===== src/rtl/keypad_scan_history_pkg.sv =====
// Shared types and helpers for the keypad scanner: FSM state encoding,
// the 4x4 hex key map and a population-count helper for column patterns.
package kp_pkg;

    typedef enum logic [1:0] {
        SCAN     = 2'd0,
        DEBOUNCE = 2'd1,
        HELD     = 2'd2,
        RELEASE  = 2'd3
    } kp_state_e;

    // Physical key layout of the legacy 4x4 pad, row-major.
    function automatic logic [3:0] kp_hex(input logic [1:0] row, input logic [1:0] col);
        logic [3:0] code;
        case ({row, col})
            4'h0: code = 4'h1;
            4'h1: code = 4'h2;
            4'h2: code = 4'h3;
            4'h3: code = 4'hA;
            4'h4: code = 4'h4;
            4'h5: code = 4'h5;
            4'h6: code = 4'h6;
            4'h7: code = 4'hB;
            4'h8: code = 4'h7;
            4'h9: code = 4'h8;
            4'hA: code = 4'h9;
            4'hB: code = 4'hC;
            4'hC: code = 4'hE;
            4'hD: code = 4'h0;
            4'hE: code = 4'hF;
            4'hF: code = 4'hD;
            default: code = 4'h0;
        endcase
        return code;
    endfunction

    function automatic logic [5:0] onehot_count(input logic [31:0] vec);
        logic [5:0] cnt;
        cnt = 6'd0;
        for (int i = 0; i < 32; i++) begin
            cnt = cnt + 6'(vec[i]);
        end
        return cnt;
    endfunction

endpackage


===== src/rtl/keypad_scan_history_fsm.sv =====
// Row scanning, column synchronisation, press/release debounce state machine.
// Emits single-cycle accept/release strobes and the latched key position.
module keypad_debounce_fsm
    import kp_pkg::*;
#(
    parameter int NROWS           = 4,
    parameter int NCOLS           = 4,
    parameter int SCAN_CYCLES     = 4,
    parameter int DEBOUNCE_CYCLES = 20000,
    localparam int RW = $clog2(NROWS),
    localparam int CW = $clog2(NCOLS)
) (
    input  logic             clk,
    input  logic             reset,
    input  logic [NCOLS-1:0] cols,
    output logic [NROWS-1:0] rows,
    output logic [RW-1:0]    key_row,
    output logic [CW-1:0]    key_col,
    output logic             accept,
    output logic             key_release,
    output logic             multi_key
);

    localparam int SW = $clog2(SCAN_CYCLES);
    localparam int DW = $clog2(DEBOUNCE_CYCLES + 1);

    kp_state_e        state_r, state_n_s;
    logic [NCOLS-1:0] sync_r, cs_r, lat_cols_r, lat_cols_n_s, low_s;
    logic [RW-1:0]    row_r, row_n_s, row_next_s;
    logic [CW-1:0]    col_r, col_n_s, col_found_s;
    logic [SW-1:0]    scan_cnt_r, scan_cnt_n_s;
    logic [DW-1:0]    deb_cnt_r, deb_cnt_n_s, deb_inc_s;
    logic [NROWS-1:0] rows_r;
    logic             multi_r, multi_s, accept_s, release_s;
    logic [5:0]       low_cnt_s;
    logic             all_high_s;

    assign low_s      = ~cs_r;
    assign low_cnt_s  = onehot_count(32'(low_s));
    assign all_high_s = &cs_r;
    assign row_next_s = (row_r == RW'(NROWS - 1)) ? RW'(0) : row_r + RW'(1);
    assign deb_inc_s  = (deb_cnt_r == DW'(DEBOUNCE_CYCLES)) ? deb_cnt_r : deb_cnt_r + DW'(1);

    // Lowest low column of the current sample; only used when exactly one is low.
    always_comb begin
        col_found_s = CW'(0);
        for (int i = NCOLS - 1; i >= 0; i--) begin
            col_found_s = cs_r[i] ? col_found_s : CW'(i);
        end
    end

    // Next-state logic: scanning, debounce counting and event strobes.
    always_comb begin
        state_n_s    = state_r;
        row_n_s      = row_r;
        col_n_s      = col_r;
        lat_cols_n_s = lat_cols_r;
        scan_cnt_n_s = scan_cnt_r;
        deb_cnt_n_s  = deb_cnt_r;
        accept_s     = 1'b0;
        release_s    = 1'b0;
        multi_s      = 1'b0;
        case (state_r)
            SCAN: begin
                if (scan_cnt_r == SW'(SCAN_CYCLES - 1)) begin
                    scan_cnt_n_s = SW'(0);
                    if (low_cnt_s == 6'd0) begin
                        row_n_s = row_next_s;
                    end else if (low_cnt_s == 6'd1) begin
                        lat_cols_n_s = cs_r;
                        col_n_s      = col_found_s;
                        deb_cnt_n_s  = DW'(0);
                        state_n_s    = DEBOUNCE;
                    end else begin
                        multi_s = 1'b1;
                        row_n_s = row_next_s;
                    end
                end else begin
                    scan_cnt_n_s = scan_cnt_r + SW'(1);
                end
            end
            DEBOUNCE: begin
                if (cs_r == lat_cols_r) begin
                    if (deb_inc_s == DW'(DEBOUNCE_CYCLES)) begin
                        accept_s    = 1'b1;
                        deb_cnt_n_s = DW'(0);
                        state_n_s   = HELD;
                    end else begin
                        deb_cnt_n_s = deb_inc_s;
                    end
                end else begin
                    deb_cnt_n_s  = DW'(0);
                    scan_cnt_n_s = SW'(0);
                    row_n_s      = row_next_s;
                    state_n_s    = SCAN;
                end
            end
            HELD: begin
                // Extra keys on the held row are deliberately ignored here.
                if (all_high_s) begin
                    deb_cnt_n_s = DW'(0);
                    state_n_s   = RELEASE;
                end else begin
                    state_n_s = HELD;
                end
            end
            RELEASE: begin
                if (all_high_s) begin
                    if (deb_inc_s == DW'(DEBOUNCE_CYCLES)) begin
                        release_s    = 1'b1;
                        deb_cnt_n_s  = DW'(0);
                        scan_cnt_n_s = SW'(0);
                        row_n_s      = row_next_s;
                        state_n_s    = SCAN;
                    end else begin
                        deb_cnt_n_s = deb_inc_s;
                    end
                end else begin
                    deb_cnt_n_s = DW'(0);
                    state_n_s   = HELD;
                end
            end
            default: begin
                deb_cnt_n_s  = DW'(0);
                scan_cnt_n_s = SW'(0);
                state_n_s    = SCAN;
            end
        endcase
    end

    // State, counters, synchroniser and registered row drive.
    always_ff @(posedge clk) begin
        if (!reset) begin
            state_r    <= SCAN;
            sync_r     <= {NCOLS{1'b1}};
            cs_r       <= {NCOLS{1'b1}};
            lat_cols_r <= {NCOLS{1'b1}};
            row_r      <= RW'(0);
            col_r      <= CW'(0);
            scan_cnt_r <= SW'(0);
            deb_cnt_r  <= DW'(0);
            rows_r     <= ~NROWS'(1);
            multi_r    <= 1'b0;
        end else begin
            state_r    <= state_n_s;
            sync_r     <= cols;
            cs_r       <= sync_r;
            lat_cols_r <= lat_cols_n_s;
            row_r      <= row_n_s;
            col_r      <= col_n_s;
            scan_cnt_r <= scan_cnt_n_s;
            deb_cnt_r  <= deb_cnt_n_s;
            rows_r     <= ~(NROWS'(1) << row_n_s);
            multi_r    <= multi_s;
        end
    end

    assign rows        = rows_r;
    assign key_row     = row_r;
    assign key_col     = col_r;
    assign accept      = accept_s;
    assign key_release = release_s;
    assign multi_key   = multi_r;

endmodule


===== src/rtl/keypad_scan_history.sv =====
// Keypad scanner top: maps the accepted key position to a code and keeps
// the last accepted code plus a DEPTH-entry history of recent keys.
module keypad_scan_history
    import kp_pkg::*;
#(
    parameter int NROWS           = 4,
    parameter int NCOLS           = 4,
    parameter int SCAN_CYCLES     = 4,
    parameter int DEBOUNCE_CYCLES = 20000,
    parameter int DEPTH           = 2,
    parameter int MAP_HEX         = 1,
    localparam int CODE_W = (MAP_HEX == 1) ? 4 : $clog2(NROWS * NCOLS)
) (
    input  logic                    clk,
    input  logic                    reset,
    input  logic [NCOLS-1:0]        cols,
    output logic [NROWS-1:0]        rows,
    input  logic                    clear,
    output logic                    key_valid,
    output logic [CODE_W-1:0]       key_code,
    output logic                    key_held,
    output logic                    multi_key,
    output logic [DEPTH*CODE_W-1:0] history
);

    localparam int RW     = $clog2(NROWS);
    localparam int CW     = $clog2(NCOLS);
    localparam int HIST_W = DEPTH * CODE_W;

    if (NROWS < 2) begin : g_bad_nrows
        $error("keypad_scan_history: NROWS must be >= 2");
    end
    if (NCOLS < 2) begin : g_bad_ncols
        $error("keypad_scan_history: NCOLS must be >= 2");
    end
    if (SCAN_CYCLES < 3) begin : g_bad_scan
        $error("keypad_scan_history: SCAN_CYCLES must be >= 3");
    end
    if (DEBOUNCE_CYCLES < 1) begin : g_bad_deb
        $error("keypad_scan_history: DEBOUNCE_CYCLES must be >= 1");
    end
    if (DEPTH < 1) begin : g_bad_depth
        $error("keypad_scan_history: DEPTH must be >= 1");
    end
    if (MAP_HEX == 1 && (NROWS != 4 || NCOLS != 4)) begin : g_bad_map
        $error("keypad_scan_history: MAP_HEX requires a 4x4 keypad");
    end

    logic [RW-1:0]     row_s;
    logic [CW-1:0]     col_s;
    logic              accept_s, release_s, multi_s;
    logic [CODE_W-1:0] code_s;
    logic [HIST_W-1:0] shifted_s;
    logic              key_valid_r, key_held_r;
    logic [CODE_W-1:0] key_code_r;
    logic [HIST_W-1:0] history_r;

    keypad_debounce_fsm #(
        .NROWS          (NROWS),
        .NCOLS          (NCOLS),
        .SCAN_CYCLES    (SCAN_CYCLES),
        .DEBOUNCE_CYCLES(DEBOUNCE_CYCLES)
    ) u_fsm (
        .clk        (clk),
        .reset      (reset),
        .cols       (cols),
        .rows       (rows),
        .key_row    (row_s),
        .key_col    (col_s),
        .accept     (accept_s),
        .key_release(release_s),
        .multi_key  (multi_s)
    );

    if (MAP_HEX == 1) begin : g_hex
        assign code_s = kp_hex(2'(row_s), 2'(col_s));
    end else begin : g_raw
        assign code_s = CODE_W'(int'(row_s) * NCOLS + int'(col_s));
    end

    if (DEPTH == 1) begin : g_hist1
        assign shifted_s = code_s;
    end else begin : g_histn
        assign shifted_s = {history_r[(DEPTH-1)*CODE_W-1:0], code_s};
    end

    // Output registers: event pulse, last code, held flag and key history.
    always_ff @(posedge clk) begin
        if (!reset) begin
            key_valid_r <= 1'b0;
            key_held_r  <= 1'b0;
            key_code_r  <= CODE_W'(0);
            history_r   <= HIST_W'(0);
        end else begin
            key_valid_r <= accept_s;
            if (accept_s) begin
                key_code_r <= code_s;
                key_held_r <= 1'b1;
            end else if (release_s) begin
                key_code_r <= key_code_r;
                key_held_r <= 1'b0;
            end else begin
                key_code_r <= key_code_r;
                key_held_r <= key_held_r;
            end
            // A clear coinciding with a new key keeps only that key.
            if (accept_s) begin
                history_r <= clear ? HIST_W'(code_s) : shifted_s;
            end else if (clear) begin
                history_r <= HIST_W'(0);
            end else begin
                history_r <= history_r;
            end
        end
    end

    assign key_valid = key_valid_r;
    assign key_held  = key_held_r;
    assign key_code  = key_code_r;
    assign multi_key = multi_s;
    assign history   = history_r;

endmodule


===== config.mk =====
export PLATFORM = sky130hd
export DESIGN_NAME = keypad_scan_history
export DESIGN_NICKNAME = d
export VERILOG_FILES = /design/src/rtl/keypad_scan_history_pkg.sv /design/src/rtl/keypad_scan_history_fsm.sv /design/src/rtl/keypad_scan_history.sv
export SDC_FILE = /design/constraint.sdc
export NUM_CORES = 1
export LEC_CHECK = 0
export BUFFER_PORTS_ARGS = -buffer_cell sky130_fd_sc_hd__buf_2
export CAP_MARGIN = 20
export CORE_MARGIN = 5
export CORE_UTILIZATION = 54
export CTS_CLUSTER_SIZE = 30
export DETAILED_ROUTE_END_ITERATION = 10
export GPL_TIMING_DRIVEN = 0
export PLACE_DENSITY = 0.79
export RECOVER_POWER = 100
export SLEW_MARGIN = 20
export SYNTH_ARGS = -nofsm -noshare
export SYNTH_HDL_FRONTEND = slang
export SYNTH_SLANG_ARGS = --single-unit

===== constraint.sdc =====
create_clock -name clk -period 2.88 [get_ports clk]
set_input_delay 0.288 -clock clk [delete_from_list [all_inputs] [get_ports clk]]
set_output_delay 0.288 -clock clk [all_outputs]
set_load 0.01 [all_outputs]

# Word level (Yosys, flattened, before mapping)
# Memory sizes are Yosys's and may differ from the RTL's.
# Index checks and enable logic that the tools add are counted.
classes:
  eq_ne: 18
  addsub: 6
  muxes: 45
  shifts: 1
  bitwise_logic: 6
  n_reduce_logical: 11
ops:
  columns: ["op", "count"]
  rows:
  - ["15-bit 2-to-1 mux", 8]
  - ["15-bit case mux with 4 select lines", 1]
  - ["2-bit 2-to-1 mux", 21]
  - ["15-bit equality test, second input constant", 2]
  - ["8-bit 2-to-1 mux", 3]
  - ["4-bit AND reduction", 4]
  - ["15-bit by 1-bit adder with 15-bit output, second input constant", 1]
  - ["6-bit by 1-bit adder with 6-bit output", 2]
  - ["2-bit case mux with 3 select lines", 2]
  - ["2-bit by 1-bit inequality test with 1-bit output, second input constant", 5]
  - ["1-bit 2-to-1 mux", 9]
  - ["2-bit equality test, second input constant", 4]
  - ["4-bit inverter", 2]
  - ["2-bit case mux with 4 select lines", 1]
  - ["6-bit by 1-bit equality test with 1-bit output, second input constant", 1]
  - ["6-bit logical NOT", 1]
  - ["3-bit inequality test, second input constant", 2]
  - ["5-bit AND reduction", 1]
  - ["2-bit by 1-bit adder with 2-bit output, second input constant", 2]
  - ["4-bit equality test", 1]
  - ["2-bit inequality test, second input constant", 2]
  - ["1-bit inverter", 4]
  - ["2-bit nonzero test", 2]
  - ["4-bit OR reduction", 1]
  - ["5 further kinds", 5]
totals:
  romBits: 64
  n_memories: 1
  register_bits: 54
  input_bits: 7
mem_list:
  columns: ["name", "words", "width", "read_ports", "rd_clocked_by_memory_dff", "write_ports", "line_no", "rtl"]
  rows:
  - ["(no name shown)", 16, 4, 1, 0, 0, "keypad_scan_history_pkg.sv:15", "case ({row, col})"]

# Logic depth before layout (Yosys ltp)
depth:
  ltp_word: 11
  depth_mapped: 12
  ltp_nobuf: 11

# Cells and area by module
# From an unflattened synthesis, not the netlist that was laid out.
unflattened:
  cells_unflattened: 360
  hier_area_um2: 3067.9
by_module_without_submodules:
  columns: ["mod", "cells_each", "area_each_um2", "instances", "seq_area_each_um2"]
  rows:
  - ["keypad_debounce_fsm", 287, 2383.5, 1, 800.8]
  - ["keypad_scan_history", 73, 684.4, 1, 280.3]

# Worst setup path before layout
# OpenSTA, ideal clock, no wires.
synth_path:
  kind: "flip-flop to flip-flop"
  start: "register u_fsm.cs_r[0]"
  end: "register u_fsm.rows_r[1] (netlist: u_fsm.rows[1])"
  t_required_ns: 2.753
  arrival_ns: 3.016
  slack_ns: -0.263
  period_less_slack_ns: 3.143
  path_stages_with_launch: 13
  cell_sequence: "dfxtp_1 inv_1 ha_1 fa_1 ha_1 or3b_2 clkbuf_1 a211o_1 o211ai_1 a22oi_1 nor2_1 o21ai_1 or3_1"
synth_via:
  elab_chain_cells: 11
  word_cells_on_any_way: 16
  classes_between: "add/sub (3); eq/ne (2); shift (1); mux (6); bitwise (2); reduce/logical (2)"
synth_rtl:
  columns: ["item", "line_no", "rtl"]
  rows:
  - ["start: declaration", "keypad_scan_history_fsm.sv:28", "logic [NCOLS-1:0] sync_r, cs_r, lat_cols_r, lat_cols_n_s, low_s;"]
  - ["start signal: assignment", "keypad_scan_history_fsm.sv:136", "cs_r <= {NCOLS{1'b1}};"]
  - ["start signal: assignment", "keypad_scan_history_fsm.sv:147", "cs_r <= sync_r;"]
  - ["4-bit inverter", "keypad_scan_history_fsm.sv:38", "assign low_s = ~cs_r;"]
  - ["1-bit by 1-bit adder with 2-bit output", "keypad_scan_history_pkg.sv:41", "cnt = cnt + 6'(vec[i]);"]
  - ["6-bit by 1-bit adder with 6-bit output (2 in a row)", "keypad_scan_history_pkg.sv:41", null]
  - ["6-bit by 1-bit equality test with 1-bit output", "keypad_scan_history_fsm.sv:69", "end else if (low_cnt_s == 6'd1) begin"]
  - ["2-bit 2-to-1 mux", "keypad_scan_history_fsm.sv:69", null]
  - ["2-bit 2-to-1 mux", "keypad_scan_history_fsm.sv:67", "if (low_cnt_s == 6'd0) begin"]
  - ["2-bit 2-to-1 mux", "keypad_scan_history_fsm.sv:65", "if (scan_cnt_r == SW'(SCAN_CYCLES - 1)) begin"]
  - ["2-bit case mux with 3 select lines *", "keypad_scan_history_fsm.sv:63", "case (state_r)"]
  - ["1-bit by 2-bit left shift with 4-bit output *", "keypad_scan_history_fsm.sv:153", "rows_r <= ~(NROWS'(1) << row_n_s);"]
  - ["4-bit inverter *", "keypad_scan_history_fsm.sv:153", null]
  - ["end signal: assignment", "keypad_scan_history_fsm.sv:142", "rows_r <= ~NROWS'(1);"]
  - ["end signal: assignment", "keypad_scan_history_fsm.sv:153", null]
  - ["end: declaration", "keypad_scan_history_fsm.sv:33", "logic [NROWS-1:0] rows_r;"]
# Every way passes the cells marked *; elsewhere a longest branch is shown, timed or not.
# A chain may end at the register's enable or synchronous reset.

# Worst setup path in the final report
layout_path:
  start: "register u_fsm.cs_r[1]"
  end: "register u_fsm.rows_r[1] (netlist: u_fsm.rows[1])"
# The elaborated chain is that of the path after synthesis.

==> flow_summary.yaml <==
grt:
  grt_pass1_vias: 2536
  grt_max_degree: 19
  grt_util_all_layers_pct: 19.0
  antenna_found_initial: 0
  grt_pass1_wl_microns: 11400
  overflow: 0
floorplan:
  chipHeight_microns: 84.3
  core_sq_mm: 0.00544
  die_x_microns: 84.3
  dieArea_sq_mm: 0.00711
  initial_core_util_pct: 54.8
  rows: 27
  num_io_pins: 26
setup_path:
  reg2reg_from: "u_fsm.cs_r[1]"
  rr_endpoint: "u_fsm.rows[1]"
  reg2reg_setup_slack_ns: 0.06
  cp_cell_sequence: "inv_2 > ha_4 > fa_2 > ha_4 > or3b_4 > a211o_1 > o211ai_1 > a22oi_1 > nor2_1 > o21ai_1 > or3_1"
  worst-path-buf-inv: 1
  crit_required_ns: 3.08
  cp_max_fo: 8
  cpPeakStageDelay_ns: 0.42
  crit_top_cell: "ha_4"
  path_delay_family: "simple AND/OR/NAND/NOR gates"
  critPathKind: "flip-flop to flip-flop"
  critPathLaunchType: "flip-flop"
  cp.arrival_ns: 3.02
  crit_path_end_kind: "flip-flop"
  rr_worst_depth: 11
  cpMaxStageDelayCell: "or3b_4"
logic_synthesis:
  avgSynthCellArea_sq_um: 8.40
  synth_compound_area_share_pct: 19.3
  synth_edf_count: 0
  yosysSeqAreaShare_pct: 36.2
  synthesis.area_sq_mm: 0.00298
  ys_types: 67
  synth_area_leader_cell: "dfxtp_1"
  synth_fa_ha_area_share_pct: 5.70
  synth_cells: 355
  ys_seq_elements: 54
  async_flop_share_pct: 0
  synth_ff_type: "dfxtp_1"
  yosys-top-cells-area: "dfxtp_1 (36%), nand2_1 (5.9%), ha_1 (5.0%)"
  synth_xor_area_share_pct: 2.64
  synth_top_family_by_area: "simple AND/OR/NAND/NOR gates"
  syn_nets: 375
  yosysWarnings: 0
  synth_mux_area_share_pct: 2.27
  synth_top_area_share_pct: 36.2
  synth-simple-area-share_pct: 27.9
route:
  viasPerCell: 5.74
  firstDrtPassIters: 4
  drt-initial-drc-count: 155
  drc: 0
  wl_microns: 6740
  wl_per_cell_microns: 14.5
  ant_nets: 0
  via_count: 2677
sta:
  rsz0062_at_grt: "true"
  finalWorstSetupSlack_ns: 0.0630
  slew_headroom_pct: 41.8
  finClkSkew_ns: 0.00974
  hold_violations: 0
  tightest_slew_ns: 0.867
  layout_min_cycle_time_ns: 2.82
  fin_crit_sh_pct: 97.8
  holdWs_ns: 0.142
  max_freq_ghz: 0.355
  slew_violations: 0
  setup_viol_count_final: 0
worst_hold_path:
  worstHoldStart: "cols[3]"
  hold_end: "u_fsm.sync_r[3]"
  hold_path_depth: 2
  hold_class: "input pin to flip-flop"
flow_run:
  max-cap-violations: 0
clock_network:
  clk_latency_ns: 0.31
  root_buffer: "clkbuf_8"
  ctsHoldBuffers: 0
  cts_buffers: 5
  htreeDepth: 2
  cts.path.max_buffers: 2
  tritoncts: "yes"
  cts_sinks: 54
  clk_pin_slew_ns: 0.10
finish:
  final_cells: 466
  fin_nets: 413
  synthToLayoutAreaGrowth_pct: 14.9
  layout_commonest_cell: "dfxtp_1"
  n_antenna_cell: 0
  drive_above_1_share_pct: 16.2
  stdcell_area_sq_mm: 0.00343
  fillers: 485
  final_cell_mix: "dfxtp_1 (48), nand2_1 (47), clkbuf_1 (30)"
placed_design:
  dpl_cell_area_sq_mm: 0.00323
  post-place-ws_ns: -0.303
  gp_routability_congestion: 0.911
  port_buffers: 25
  dp_hpwl_microns: 4860
  dp.cells: 452
run_status:
  outcome: "completed"
pwr:
  peakVddDrop_uv: 284
  power_density_mw_per_mm2: 426
  p_leak_nw: 1.33
-- sequential cells by signal (all words and copies together) (netlist names) --
register	cells
key_held	1
u_fsm.key_row	2
u_fsm.rows	4
key_valid	1
u_fsm.state_r	2
u_fsm.deb_cnt_r	15
u_fsm.key_col	2
key_code	4
u_fsm.sync_r	4
u_fsm.scan_cnt_r	2
u_fsm.multi_key	1
history	8
u_fsm.lat_cols_r	4
u_fsm.cs_r	4
-- metrics by stage --
| step | utilization [%] | TNS [ns] | total power, mW |
|---|---|---|---|
| 2_1_floorplan | - | 0 | 0.900 |
| 3_3_place_gp | 59.4 | -2.55 | 0.931 |
| 3_5_place_dp | 59.4 | -2.73 | 0.935 |
| 4_1_cts | 62.9 | -0.00606 | 1.47 |
| 5_1_grt | 63.0 | -0.0377 | 1.52 |
| 6_report | 63.0 | 0 | 1.46 |
-- synth_stat cells, types with 5 or more instances --
cell / n
a22o_1: 6
or3_1: 7
nand4_1: 5
inv_1: 15
ha_1: 12
dfxtp_1: 54
nand2b_1: 10
nand2_1: 47
o211ai_1: 6
nor2_1: 28
o21ai_0: 15
buf_2: 5
xor2_1: 6
clkbuf_1: 12
nand3_1: 19
a21oi_1: 20
-- power by group --
group / total, mW / internal [mW] / switching, mW
clock: 0.528 / 0.264 / 0.264
sequential: 0.781 / 0.765 / 0.0156
combinational: 0.150 / 0.0650 / 0.0852
-- metal layers --
metal	GRT usage (%)	vias up	wire length, microns
met5	0	-	0
met4	5.41	0	95
met3	3.73	7	446
met2	31.1	97	2980
met1	25.6	1241	3210
li1	-	1332	-
-- layout make-up --
cell class | instances | area, sq um | area share, %
clock inverter | 3 | 47.5 | 1.39
timing repair buffer | 34 | 168 | 4.89
sequential | 54 | 1090 | 31.8
inverter | 15 | 58.8 | 1.72
buffer | 19 | 106 | 3.10
clock buffer | 5 | 68.8 | 2.01
multi-input combinational | 264 | 1800 | 52.4
tap | 72 | 90.1 | 2.63
-- logic make-up after synthesis --
logic type / after synthesis
compound gates: 83
mux: 5
buf+inv: 37
fa+ha+maj: 13
xor+xnor: 9
simple gates: 154
flops: 54
-- timing repair --
action                                  4_1_cts  5_1_grt
endpoints found under the setup margin       16       18
endpoints found under the hold margin         0        0
resized for setup                             8       10
pin swaps                                     7        8
buffers inserted                              8        1
-- worst max path at each step --
stage	start	endpoint	slack [ns]	depth (start not counted)
2_1_floorplan	u_fsm.cs_r[1]	u_fsm.rows[1]	0.005	12
3_3_place_gp	u_fsm.cs_r[1]	u_fsm.deb_cnt_r[0]	-0.30	11
3_5_place_dp	u_fsm.cs_r[1]	u_fsm.deb_cnt_r[0]	-0.30	11
4_1_cts	u_fsm.cs_r[1]	u_fsm.rows[1]	-0.006	11
5_1_grt	u_fsm.cs_r[1]	u_fsm.rows[1]	-0.04	11
6_report	u_fsm.cs_r[1]	u_fsm.rows[1]	0.06	11
Note: power is estimated with default switching activity, not from simulation.
